$ cat config.mk
export PLATFORM = sky130hd
export DESIGN_NAME = hack_boot_ctrl
export DESIGN_NICKNAME = d
export VERILOG_FILES = /design/src/rtl/hack_boot_ctrl.sv
export SDC_FILE = /design/constraint.sdc
export NUM_CORES = 1
export LEC_CHECK = 0
export ABC_CLOCK_PERIOD_IN_PS = 3300
export CAP_MARGIN = 40
export CELL_PAD_IN_SITES_DETAIL_PLACEMENT = 1
export CELL_PAD_IN_SITES_GLOBAL_PLACEMENT = 2
export CORE_ASPECT_RATIO = 2
export CORE_MARGIN = 10
export CORE_UTILIZATION = 38
export DETAILED_ROUTE_END_ITERATION = 10
export PLACE_DENSITY = 0.86
export SLEW_MARGIN = 25
export SYNTH_ARGS = -nofsm -noshare
export SYNTH_HDL_FRONTEND = slang
export SYNTH_SLANG_ARGS = --single-unit
$ cat constraint.sdc
create_clock -name clk -period 3.3 [get_ports clk]
set_input_delay 0.33 -clock clk [delete_from_list [all_inputs] [get_ports clk]]
set_output_delay 0.33 -clock clk [all_outputs]
set_load 0.02 [all_outputs]
$ cat src/rtl/hack_boot_ctrl.sv
// hack_boot_ctrl: boot sequencer for the Hack SoC.
// Holds the CPU in reset and receives a length-prefixed byte stream:
// a 16-bit word count N (high byte first), then N 16-bit words (high byte
// first). Each word is written to instruction ROM from address 0 upward,
// then the CPU is released. A new load may be requested at any time.
`timescale 1ns/1ps

module hack_boot_ctrl #(
    parameter int WORD_WIDTH        = 16,
    parameter int ROM_ADDRESS_WIDTH = 15,
    parameter int ROM_WORDS         = 32768
) (
    input  logic                         clk,
    input  logic                         reset,
    input  logic                         load_start,
    input  logic                         run,
    input  logic                         byte_valid,
    input  logic [7:0]                   byte_data,
    output logic                         byte_ready,
    output logic                         rom_we,
    output logic [ROM_ADDRESS_WIDTH-1:0] rom_addr,
    output logic [WORD_WIDTH-1:0]        rom_wdata,
    output logic                         cpu_reset,
    output logic                         busy,
    output logic                         loaded,
    output logic                         error
);

    localparam logic [3:0] S_IDLE    = 4'd0;
    localparam logic [3:0] S_LEN_HI  = 4'd1;
    localparam logic [3:0] S_LEN_LO  = 4'd2;
    localparam logic [3:0] S_DATA_HI = 4'd3;
    localparam logic [3:0] S_DATA_LO = 4'd4;
    localparam logic [3:0] S_WRITE   = 4'd5;
    localparam logic [3:0] S_RELEASE = 4'd6;
    localparam logic [3:0] S_RUN     = 4'd7;
    localparam logic [3:0] S_ERROR   = 4'd8;

    // Largest accepted word count, one bit wider than the length field so
    // that the full-depth count 0x8000 compares cleanly.
    localparam logic [16:0] MAX_WORDS = 17'(ROM_WORDS);

    logic [3:0]                   state;
    logic [7:0]                   len_hi;
    logic [15:0]                  len;
    logic [7:0]                   data_hi;
    logic [15:0]                  word_cnt;
    logic [ROM_ADDRESS_WIDTH-1:0] addr_cnt;

    logic        xfer;
    logic [15:0] len_full;

    assign xfer     = byte_valid & byte_ready;
    assign len_full = {len_hi, byte_data};

    // Outputs decoded purely from the state register: no input reaches an
    // output without passing through a flop.
    // NOTE: continuous assigns of complete expressions cannot infer latches.
    assign cpu_reset  = (state != S_RUN);
    assign rom_we     = (state == S_WRITE);
    assign byte_ready = (state == S_LEN_HI)  || (state == S_LEN_LO) ||
                        (state == S_DATA_HI) || (state == S_DATA_LO);
    assign busy       = (state == S_LEN_HI)  || (state == S_LEN_LO)  ||
                        (state == S_DATA_HI) || (state == S_DATA_LO) ||
                        (state == S_WRITE)   || (state == S_RELEASE);

    // Sequencer: load_start overrides everything, otherwise step the stream.
    // NOTE: all state here uses non-blocking assignments so every flop
    // samples the pre-edge values regardless of statement order.
    always_ff @(posedge clk or posedge reset) begin
        if (reset) begin
            state     <= S_IDLE;
            len_hi    <= '0;
            len       <= '0;
            data_hi   <= '0;
            word_cnt  <= '0;
            addr_cnt  <= '0;
            rom_addr  <= '0;
            rom_wdata <= '0;
            loaded    <= 1'b0;
            error     <= 1'b0;
        end else if (load_start) begin
            // Restart: any byte presented this cycle is deliberately dropped.
            state    <= S_LEN_HI;
            word_cnt <= '0;
            addr_cnt <= '0;
            loaded   <= 1'b0;
            error    <= 1'b0;
        end else begin
            case (state)
                S_IDLE: begin
                    if (run) begin
                        state <= S_RUN;
                    end
                end
                S_LEN_HI: begin
                    if (xfer) begin
                        len_hi <= byte_data;
                        state  <= S_LEN_LO;
                    end
                end
                S_LEN_LO: begin
                    if (xfer) begin
                        len <= len_full;
                        if ({1'b0, len_full} > MAX_WORDS) begin
                            error <= 1'b1;
                            state <= S_ERROR;
                        end else if (len_full == 16'd0) begin
                            state <= S_RELEASE;
                        end else begin
                            word_cnt <= '0;
                            addr_cnt <= '0;
                            state    <= S_DATA_HI;
                        end
                    end
                end
                S_DATA_HI: begin
                    if (xfer) begin
                        data_hi <= byte_data;
                        state   <= S_DATA_LO;
                    end
                end
                S_DATA_LO: begin
                    // Present address and word for the WRITE cycle; they hold
                    // afterwards because nothing else loads them.
                    if (xfer) begin
                        rom_addr  <= addr_cnt;
                        rom_wdata <= WORD_WIDTH'({data_hi, byte_data});
                        state     <= S_WRITE;
                    end
                end
                S_WRITE: begin
                    // The address counter may wrap after 0x7FFF; the word
                    // counter is wide enough that 0x8000 terminates the load.
                    word_cnt <= word_cnt + 16'd1;
                    addr_cnt <= addr_cnt + 1'b1;
                    if (word_cnt + 16'd1 == len) begin
                        state <= S_RELEASE;
                    end else begin
                        state <= S_DATA_HI;
                    end
                end
                S_RELEASE: begin
                    loaded <= 1'b1;
                    state  <= S_RUN;
                end
                S_RUN, S_ERROR: begin
                    state <= state;
                end
                default: begin
                    state <= S_IDLE;
                end
            endcase
        end
    end

endmodule

# == Word level (Yosys, flattened, before mapping) ==
# Index checks and enable logic that the tools add are counted.
# totals
ff_bits,100
inputBits,13
out_inout_bits,37
word_cells,79
# op_classes
addsub,2
magnitude_cmp,1
eq_ne,18
mux,26
bitwise,2
n_reduce_logical,20
# op_table
op,n
$mux W16,4
$mux W15,4
$pmux W16 S2,1
$pmux W4 S8,1
$pmux W15 S2,1
$mux W4,7
$ne A3 B3 Y1 const B,7
$add A16 B1 Y16 const B,1
$eq A16 B16 Y1,1
$eq A4 B3 Y1 const B,4
$gt A16 B16 Y1 const B,1
$logic_not A16 Y1,1
$add A15 B1 Y15 const B,1
$reduce_and A3 Y1,5
$eq A4 B2 Y1 const B,2
$reduce_bool A2 Y1,4
$mux W1,6
$mux W3,2
$reduce_and A6 Y1,1
$logic_or A1 B1 Y1,5
$eq A4 B1 Y1 const B,1
$eq A4 B4 Y1 const B,1
$logic_not A4 Y1,1
$ne A4 B3 Y1 const B,1
other kinds (6),6

# == Logic depth before layout (Yosys ltp) ==
# logic_depth
word_depth,8
depth_mapped,8
depth_no_buf,7

# == Least setup slack after synthesis ==
# Ideal clock, no wire load.
# synth_path
path_kind,register -> register
from,register word_cnt[0]
to,register state[0]
setup_time_ps,151
arrival_time_ps,1947
required_ps,3149
path_slack_ps,1202
stages_incl_launch_ff,8
synth_period_minus_slack_ps,2098
cell_sequence,dfrtp_1 -> ha_1 -> nand2_1 -> or3_1 -> a221oi_1 -> nand3_1 -> a2111oi_4 -> a31oi_1
# synth_between
elab_chain_cells,5
# synth_lines
item,line_no,source
start: declaration,47,logic [15:0] word_cnt;
start signal: assignment,135,word_cnt <= word_cnt + 16'd1;
$add A16 B1 Y16,137,if (word_cnt + 16'd1 == len) begin
$eq A16 B16 Y1,137,
$mux W3,137,
$pmux W4 S8,90,case (state)
$mux W4,82,end else if (load_start) begin
end signal: assignment,148,state <= state;
end: declaration,43,logic [3:0] state;
# Every way passes these cells.
# A chain may end at the register's enable or synchronous reset.

# == Worst setup path after layout ==
# Ends and elaborated chain as after synthesis.

==> impl_metrics.tcl <==
set metrics [dict create \
    synth_top_cell_area_share 0.519 \
    setup_violations 0 \
    setup_slack_ps 749 \
    grt_overflow 0 \
    die_h_um 179 \
    tns_ps 0 \
    grt_usage 0.143 \
    cts_made_buffers 9 \
    wire_per_inst_um 19.8 \
    die_x_um 99.7 \
    finClkSkew_ps 8.31 \
    drt_iter0_drc 225 \
    synth_flop_cell "dfrtp_1" \
    vias 3519 \
    dp_worst_setup_slack_ps 699 \
    ant_nets 0 \
    critical_path_required_ps 3520 \
    grt_pass1_wl_um 20500 \
    status "finished, final reports clean" \
    cpMaxStageDelayCell "dfrtp_1" \
    cts_resized 0 \
    critical_path_class "reg2reg" \
    synth-seq-area-share 0.519 \
    n_antenna_cell 0 \
    synth-warning-count 0 \
    syn_nets 447 \
    yosys.area.top_type "dfrtp_1" \
    viasPerCell 5.59 \
    grt_max_degree 59 \
    htreeDepth 3 \
    route.met3.wl_um 387 \
    hold_viol_final 0 \
    place_congestion 0.867 \
    postCtsHoldBufs 0 \
    avgSynthCellArea_um2 11.2 \
    die_area_um2 17900 \
    nets 490 \
    async_reset_ff_frac 1.00 \
    coreArea_um2 12500 \
    hp-class "in2async" \
    slew_headroom 0.502 \
    yosys_register_bits 100 \
    cp.arrival_ps 2770 \
    io_buffers 49 \
    synthesis.area_um2 4820 \
    cp_cell_sequence "ha_1 > and2_1 > nand4_1 > a211oi_1 > o21ai_0 > a2111oi_0 > buf_4 > a31oi_1" \
    leakage_nw 2.51 \
    cts.sinks 100 \
    crit_path_max_incr_delay_ps 440 \
    max_freq_mhz 392 \
    period_minus_slack_ps 2550 \
    postCtsSetupBuffers 0 \
    crit_buf_inv 1 \
    post-route-period-util 0.773 \
    rows 58 \
    finalPower_mw 4.23 \
    path_delay_family "compound AO/OA/AOI/OAI gates" \
    clock_latency_ps 350 \
    pin_count 50 \
    drt-met1-wl_um 4600 \
    timing.hold.ws_ps 469 \
    first_pass_iters 4 \
    wl_met2_um 7050 \
    synth_edf_count 0 \
    cts_root_buf "clkbuf_16" \
    layout_commonest_cell "dfrtp_1" \
    cts_tree "yes" \
    rsz0062_at_grt "no" \
    synth_area_leaders "dfrtp_1 (52%), mux2_2 (15%), o21ai_0 (3.1%)" \
    drive_gt1_frac 0.206 \
    drv_slew 0 \
    crit_path_start_kind "register" \
    drt-total-wl_um 12500 \
    clock_path_buffers 2 \
    grt_antenna_before_repair 0 \
    mostFrequentLayoutCells "dfrtp_1 (100), mux2_2 (64), clkdlybuf4s50_1 (49)" \
    synthCells 432 \
    setup.worst_path.end_class "register" \
    pwr_density_cell_nw_per_um2 736 \
    top_layer_used "met4" \
    worst_ir_drop_vdd_v 0.000400 \
    max_cap_viol_count 0 \
    synth_cell_types 56 \
    first_global_vias 3904 \
    worst_slew_pin_slew_ps 746 \
    drc 0 \
    syn2layout_area_growth_pct 19.4 \
    placed_cells 614 \
    fin_cells 630 \
    start_util 0.386 \
    clkSlewWorstSetupHoldPaths_ps 70 \
    dpl.hpwl_um 9300 \
    critical_path.max_fanout 6 \
]
-- area by class of cell --
| class | instances | area (um2) |
|---|---|---|
| inverters | 9 | 36.3 |
| repair buffers | 57 | 563 |
| well taps | 150 | 188 |
| fillers | 1371 | 6730 |
| clock buffers | 10 | 239 |
| multi-input cells | 298 | 2170 |
| flip-flops and latches | 100 | 2500 |
| clock inverters | 6 | 53.8 |
-- power by group --
group,switching [mW],internal [mW]
clock,0.495,0.547
combinational,0.678,0.700
sequential,0.276,1.54
-- metal layers --
layer	global-route usage	vias up
met2	0.268	51
met3	0.0309	19
met5	0	-
li1	-	1634
met1	0.144	1815
met4	0.0696	0
-- synth_stat cells (5+ instances only) --
library cell	number
inv_1	9
nor2_1	30
o21ai_0	30
xnor2_1	17
nand3_1	15
nor4_1	5
clkbuf_1	9
nand2_1	26
o31ai_1	5
a21oi_1	15
mux2_2	64
and3_1	6
nand4_1	11
dfrtp_1	100
buf_2	9
xor2_1	12
nor3_1	6
-- worst paths after layout --
path | slack [ps] | cells past startpoint | from | end
max | 750 | 8 | word_cnt[0] | state[0]
min | 470 | 2 | reset | rom_wdata[9]
max reg2reg | 750 | 8 | word_cnt[0] | state[0]
min reg2reg | 510 | 1 | rom_addr[8] | rom_addr[8]
max in group asynchronous | 2120 | 3 | reset | state[0]
min in group clk | 510 | 1 | rom_addr[8] | rom_addr[8]
-- metrics by stage --
stage	util	area [um2]
6_report	0.461	5760
5_1_grt	0.461	5760
4_1_cts	0.461	5760
3_5_place_dp	0.438	5460
3_3_place_gp	0.438	5460
2_1_floorplan	-	4820
-- state kept, by name, indices dropped and copies added, names as in the netlist --
name and count:
len_hi 8, loaded 1, rom_wdata 16, data_hi 8, word_cnt 16, state 4, addr_cnt 15, error 1
rom_addr 15, len 16
-- logic make-up after synthesis --
| logic type | count (synthesis) | synth area share |
|---|---|---|
| compound gates | 76 | 0.102 |
| xor+xnor | 30 | 0.0573 |
| fa+ha+maj | 2 | 0.00519 |
| buf+inv | 34 | 0.0304 |
| flops | 100 | 0.519 |
| mux | 65 | 0.152 |
| simple gates | 125 | 0.135 |
No activity file was read; power rests on OpenSTA's default activity.
